### config.mk
export PLATFORM = sky130hd
export DESIGN_NAME = piradip_axis_packer
export DESIGN_NICKNAME = d
export VERILOG_FILES = /design/src/rtl/piradip_axis_packer.sv
export SDC_FILE = /design/constraint.sdc
export NUM_CORES = 1
export LEC_CHECK = 0
export ABC_AREA = 1
export BUFFER_PORTS_ARGS = -buffer_cell sky130_fd_sc_hd__buf_2
export CORE_ASPECT_RATIO = 0.8
export CORE_MARGIN = 3
export CORE_UTILIZATION = 30
export CTS_CLUSTER_DIAMETER = 150
export DETAILED_ROUTE_END_ITERATION = 8
export GPL_ROUTABILITY_DRIVEN = 1
export GPL_TIMING_DRIVEN = 1
export HOLD_SLACK_MARGIN = 0.08
export SYNTH_ARGS = -nofsm -noshare
export SYNTH_HDL_FRONTEND = slang
export SYNTH_SLANG_ARGS = --single-unit
### constraint.sdc
create_clock -name aclk -period 3 [get_ports aclk]
set_clock_uncertainty 0.15 [all_clocks]
set_input_delay 0.15 -clock aclk [delete_from_list [all_inputs] [get_ports aclk]]
set_output_delay 0.15 -clock aclk [all_outputs]
set_load 0.03 [all_outputs]
### src/rtl/piradip_axis_packer.sv
// AXI-Stream width packer: gathers RATIO narrow input beats into one wide output word, lane 0 in LSBs.
// Optional byte mask output m_axis_tkeep is built when PIRADIP_AXIS_PACKER_TKEEP_EN is defined.
module piradip_axis_packer #(
  parameter int unsigned IN_WIDTH = 32,
  parameter int unsigned RATIO    = 4,
  localparam int unsigned OUT_WIDTH  = IN_WIDTH * RATIO,
  localparam int unsigned KEEP_WIDTH = OUT_WIDTH / 8
) (
  input  logic                  aclk,
  input  logic                  aresetn,
  input  logic [IN_WIDTH-1:0]   s_axis_tdata,
  input  logic                  s_axis_tvalid,
  output logic                  s_axis_tready,
  input  logic                  s_axis_tlast,
  output logic [OUT_WIDTH-1:0]  m_axis_tdata,
  output logic                  m_axis_tvalid,
  input  logic                  m_axis_tready,
  output logic                  m_axis_tlast
`ifdef PIRADIP_AXIS_PACKER_TKEEP_EN
  ,
  output logic [KEEP_WIDTH-1:0] m_axis_tkeep
`endif
);

  localparam int unsigned CNT_W      = $clog2(RATIO);
  localparam int unsigned ACC_WIDTH  = IN_WIDTH * (RATIO - 1);
  localparam int unsigned LANE_BYTES = IN_WIDTH / 8;

  logic [CNT_W-1:0]     cnt_q, cnt_d;
  logic [ACC_WIDTH-1:0] acc_q, acc_d;
  logic [OUT_WIDTH-1:0] data_q, data_d;
  logic                 valid_q, valid_d;
  logic                 last_q, last_d;
  logic                 accept;
  logic                 complete;
`ifdef PIRADIP_AXIS_PACKER_TKEEP_EN
  logic [KEEP_WIDTH-1:0] keep_q, keep_d;
`endif

  assign s_axis_tready = ~valid_q | m_axis_tready;
  assign accept        = s_axis_tvalid & s_axis_tready;
  assign complete      = accept & (s_axis_tlast | (cnt_q == CNT_W'(RATIO - 1)));

  always_comb begin
    cnt_d   = cnt_q;
    acc_d   = acc_q;
    data_d  = data_q;
    valid_d = valid_q;
    last_d  = last_q;
`ifdef PIRADIP_AXIS_PACKER_TKEEP_EN
    keep_d  = keep_q;
`endif

    if (valid_q && m_axis_tready) begin
      valid_d = 1'b0;
    end

    if (complete) begin
      // Accumulator lanes at or above the counter are always zero (cleared per word),
      // so OR-ing in the shifted final beat yields zeros in the unused upper lanes.
      data_d  = OUT_WIDTH'(acc_q) | (OUT_WIDTH'(s_axis_tdata) << (cnt_q * IN_WIDTH));
      valid_d = 1'b1;
      last_d  = s_axis_tlast;
      cnt_d   = '0;
      acc_d   = '0;
`ifdef PIRADIP_AXIS_PACKER_TKEEP_EN
      for (int unsigned i = 0; i < RATIO; i++) begin
        keep_d[i*LANE_BYTES +: LANE_BYTES] = {LANE_BYTES{CNT_W'(i) <= cnt_q}};
      end
`endif
    end else if (accept) begin
      for (int unsigned i = 0; i < RATIO - 1; i++) begin
        if (CNT_W'(i) == cnt_q) begin
          acc_d[i*IN_WIDTH +: IN_WIDTH] = s_axis_tdata;
        end
      end
      cnt_d = cnt_q + CNT_W'(1);
    end
  end

  always_ff @(posedge aclk or negedge aresetn) begin
    if (!aresetn) begin
      cnt_q   <= '0;
      acc_q   <= '0;
      data_q  <= '0;
      valid_q <= 1'b0;
      last_q  <= 1'b0;
`ifdef PIRADIP_AXIS_PACKER_TKEEP_EN
      keep_q  <= '0;
`endif
    end else begin
      cnt_q   <= cnt_d;
      acc_q   <= acc_d;
      data_q  <= data_d;
      valid_q <= valid_d;
      last_q  <= last_d;
`ifdef PIRADIP_AXIS_PACKER_TKEEP_EN
      keep_q  <= keep_d;
`endif
    end
  end

  assign m_axis_tdata  = data_q;
  assign m_axis_tvalid = valid_q;
  assign m_axis_tlast  = last_q;
`ifdef PIRADIP_AXIS_PACKER_TKEEP_EN
  assign m_axis_tkeep  = keep_q;
`endif

endmodule

======== Word level (Yosys, flattened, before mapping) ========
Cells that the tools add are included.
W data, S select, Z words.
word-level totals
  bits in latches ......................... 0
  output and inout port bits .............. 131
  RAM bits ................................ 0
  bits of input ports ..................... 37
  logic and storage cells ................. 37
  memories ................................ 0
  bits in registers ....................... 228
  ROM bits ................................ 0
operators by class
  add/sub/neg operators ................... 1
  divide/modulo/power cells ............... 0
  multiplexer cells ....................... 9
  $lt $le $gt $ge ......................... 0
  multiply operators ...................... 0
  shifts and indexed selects .............. 1
  equality and inequality tests ........... 3
  reduce and logical (&&, ||, !) cells .... 10
  bitwise operators ....................... 6
operator list
  cell                   number
  $mux W96               2
  $or A96 B128 Y128      1
  $shl A32 B7 Y128       1
  $mux W32               3
  $reduce_bool A2 Y1     5
  $reduce_and A2 Y1      3
  $mux W2                2
  $add A2 B1 Y2 const B  1
  $and A1 B1 Y1          2
  $eq A1 B2 Y1 const A   1
  $eq A2 B2 Y1 const A   1
  $eq A2 B2 Y1 const B   1
  $logic_not A2 Y1       1
  $mux W1                2
  $or A1 B1 Y1           2
  $logic_and A1 B1 Y1    1
  $not A1 Y1             1

======== Longest topological paths before layout ========
  depth in word-level cells ............... 6
  mapped depth ............................ 11
  depth with buffers taken out ............ 7

======== Worst setup path before layout ========
No wires, ideal clock.
  path kind ............................... register -> register
  from .................................... register cnt_q[1]
  to ...................................... register acc_q[10]
  setup slack ............................. 0.946 ns
  stages on the path, launching flop included .. 12
  period minus slack after synthesis ...... 2.054 ns
  setup time .............................. 0.119 ns
  arrival ................................. 1.785 ns
  required time ........................... 2.731 ns
  cell sequence ........................... dfrtp_1 > inv_1 > buf_2 > buf_1 > ha_1 > buf_1 > inv_1 > nand2_1 > nand2_1 > buf_6 > nand2_1 > nand2_1
between the ends
  word-level cells in the longest chain between the ends .. 5
  elaborated cells on any way between the ends .. 8
RTL lines
  what                          line  source
  start, declared               29    logic [CNT_W-1:0] cnt_q, cnt_d;
  start signal, assigned        92    cnt_q <= cnt_d;
  $eq A2 B2 Y1                  42    assign complete = accept & (s_axis_tlast | (cnt_q == CNT_W'(RATIO - 1)));
  $or A1 B1 Y1                  42
  $and A1 B1 Y1                 42
  $reduce_bool A2 Y1 (no line)  -
  $reduce_and A2 Y1 (no line)   -
  end signal, assigned          84    acc_q <= '0;
  end signal, assigned          93    acc_q <= acc_d;
  end, declared                 30    logic [ACC_WIDTH-1:0] acc_q, acc_d;
Several ways; a longest one is shown, not always the timed one.
A chain may end at the register's enable or synchronous reset.

======== Final worst setup path ========
  from .................................... register cnt_q[0]
  to ...................................... register acc_q[83]
Same word-level chain as after synthesis.

==> results_dict.tcl <==
set metrics [dict create \
    status "complete, no violations" \
    p_seq_share_pct 38.6 \
    cts_buffers 26 \
    initial_core_util_pct 31.0 \
    ys_seq_area_share_pct 55.6 \
    clock_latency_ns 0.54 \
    r2r_end "acc_q[83]" \
    start_kind "register" \
    crit_type "register to register" \
    portBuffers 167 \
    crit_arrival_ns 2.67 \
    fillers 3387 \
    timing.rr.start "cnt_q[0]" \
    avgViaCountPerCell 4.84 \
    p_leak_nw 6.99 \
    maxCapViolCount 0 \
    hold_viol_final 0 \
    grt_pass1_wl_um 50100 \
    design_area_mm2 0.0127 \
    vias 8843 \
    synth.avg_cell_area_um2 8.45 \
    holdPathStages 6 \
    cpPeakStageDelay_ns 0.60 \
    drc_errors 0 \
    drtPass1Iterations 5 \
    crit_fanout 32 \
    dpl-instance-area_mm2 0.0114 \
    hpwl_um 19000 \
    hold_path.class "input port to register" \
    worstMarginPinSlew_ns 0.863 \
    place_ws_ns 0.702 \
    switching_power_mw 3.95 \
    powerDensity_mw_per_mm2 833 \
    synth_seq_cells 228 \
    slew_headroom_pct 42.5 \
    wl_um 30700 \
    setup_ws_ns 0.656 \
    syn2layout_area_growth_pct 23.5 \
    layout-drive-gt1-share_pct 17.8 \
    dp.cells 1741 \
    switching_share_pct 37.4 \
    cts-root-buf "clkbuf_16" \
    slowest_stage "dlygate4sd3_1" \
    syn_inst 1216 \
    finalCritPeriodShare_pct 78.1 \
    pwr-share-clk_pct 31.5 \
    antenna_found_initial 2 \
    final_nets 1421 \
    path_depth 6 \
    first_global_vias 8911 \
    die_area_mm2 0.0365 \
    synth_area_mm2 0.0103 \
    grt_overflow 0 \
    critPathRequiredTime_ns 3.33 \
    finalSetupViolations 0 \
    finalSetupTns_ns 0 \
    rrSetupSlack_ns 0.66 \
    grt_max_degree 78 \
    synth_nets 1257 \
    rsz0062_at_grt "no" \
    htreeDepth 1 \
    period_minus_slack_ns 2.34 \
    ios 168 \
    end_kind "register" \
    die_x_um 213 \
    path_clk_slew_ns 0.06 \
    reg2reg_depth 6 \
    drt_iter0_drc 683 \
    cts_tree "yes" \
    internal_power_mw 6.61 \
    yosys_warnings 0 \
    irDropWorstVdd_mv 0.437 \
    final_cells 1827 \
    clock-sinks 228 \
    yosysUniqueCellTypes 17 \
    cp_top_family "buffers and inverters" \
    crit_path_end "acc_q[83]" \
    grt.total_usage_pct 17.0 \
    maxSlewViolCount 0 \
    clockBufferDepth 3 \
    p_comb_share_pct 29.8 \
    row_count 59 \
    coreArea_mm2 0.0331 \
    crit_buf_inv 3 \
    max_freq_ghz 0.427 \
    crit_start "cnt_q[0]" \
    antenna_left 0 \
    die_h_um 171 \
    wl_per_cell_um 16.8 \
    path_cells "inv_2 -> ha_2 -> buf_4 -> nand4_1 -> dlygate4sd3_1 -> nand2_1" \
    place_congestion 0.747 \
]
[layout by cell type (no fill, tap or decap), drive strengths merged]
master / instances
a21oi: 1
buf: 191
bufinv: 3
clkbuf: 35
clkinv: 8
dfrtp: 228
diode: 1
dlygate4sd3: 37
ha: 4
inv: 9
nand2: 653
nand3: 2
nand4: 96
nor2: 34
o21ai: 2
o21bai: 96
[final cells by class]
type                       instances  area (um2)  share of cell area [%]
clock buffer                      35         756                    5.96
timing repair buffer             228        1480                    11.7
tap                              427         534                    4.21
inverter                           8        30.0                   0.237
antenna                            1        2.50                  0.0197
multi-input combinational        888        4020                    31.7
sequential                       228        5710                    45.0
clock inverter                    12         143                    1.12
[layer usage]
metal  vias to the layer above  wire [um]  GRT usage [%]
li1                       4238          -              -
met1                      4278      14600           24.4
met2                       289      13300           26.2
met3                        36       2200           3.92
met4                         2        493           3.61
met5                         -          7              0
[cells by family after synthesis]
| family | count (synthesis) | share of synthesized area (%) |
|---|---|---|
| adder cells (fa/ha/maj) | 4 | 0.487 |
| flip-flops | 228 | 55.6 |
| AND/OR/NAND/NOR | 785 | 31.1 |
| buffers and inverters | 100 | 5.60 |
| AO/OA/AOI/OAI | 99 | 7.27 |
[how the worst min path moves through the flow]
stage,start,endpoint,slack (ns)
finish,s_axis_tvalid,m_axis_tdata[40],0.09
global route,s_axis_tvalid,m_axis_tdata[7],0.10
CTS,s_axis_tvalid,m_axis_tdata[60],0.08
detailed placement,aresetn,m_axis_tdata[33],0.04
global placement,aresetn,m_axis_tdata[34],0.04
floorplan,aresetn,acc_q[0],-0.30
[worst reg2reg max path, delay by kind of cell (launching register included)]
kind / cells / cell delay (ns)
adder cells (fa/ha/maj): 1 / 0.23
buffers and inverters: 3 / 1.24
flip-flops: 1 / 0.47
AND/OR/NAND/NOR: 2 / 0.21
[power groups by stage]
stage | registers (mW) | logic [mW] | clock network (mW)
after floorplan | 4.87 | 1.30 | 0
after global placement | 4.11 | 3.11 | 0
after detailed placement | 4.12 | 3.14 | 0
after CTS | 4.08 | 3.19 | 3.41
after global routing | 4.16 | 3.47 | 3.54
final | 4.08 | 3.15 | 3.33
[repair_timing]
item / in CTS / in global routing
resized for setup: 0 / 0
setup buffers: 0 / 0
hold endpoints to repair: 454 / 0
hold buffers: 38 / 0
[stage by stage]
| step | utilization [%] | hold slack (ns) | total power [mW] |
|---|---|---|---|
| 3_5_place_dp | 34.4 | 0.0373 | 7.26 |
| 2_1_floorplan | - | -0.296 | 6.17 |
| 6_report | 38.3 | 0.0933 | 10.6 |
| 5_1_grt | 38.3 | 0.104 | 11.2 |
| 4_1_cts | 38.3 | 0.0801 | 10.7 |
| 3_3_place_gp | 34.4 | 0.0389 | 7.22 |
[synth_stat cells]
| master | n | share of area, % |
|---|---|---|
| nand3_1 | 2 | 0.097 |
| a21oi_4 | 1 | 0.16 |
| clkinv_1 | 1 | 0.037 |
| buf_6 | 19 | 2.1 |
| buf_1 | 8 | 0.29 |
| buf_2 | 37 | 1.8 |
| nand4_1 | 96 | 5.8 |
| o21bai_1 | 96 | 7.0 |
| nor2_2 | 1 | 0.061 |
| o21ai_0 | 2 | 0.097 |
| nand2_1 | 653 | 24 |
| nor2_1 | 33 | 1.2 |
| clkbuf_1 | 25 | 0.91 |
| inv_1 | 7 | 0.26 |
| dfrtp_1 | 228 | 56 |
| ha_1 | 4 | 0.49 |
| buf_4 | 3 | 0.22 |
[registers in the layout, summed over array words and instances (netlist names)]
signal,flops
m_axis_tlast,1
cnt_q,2
acc_q,96
m_axis_tdata,128
m_axis_tvalid,1
(Power assumes the default switching activity.)
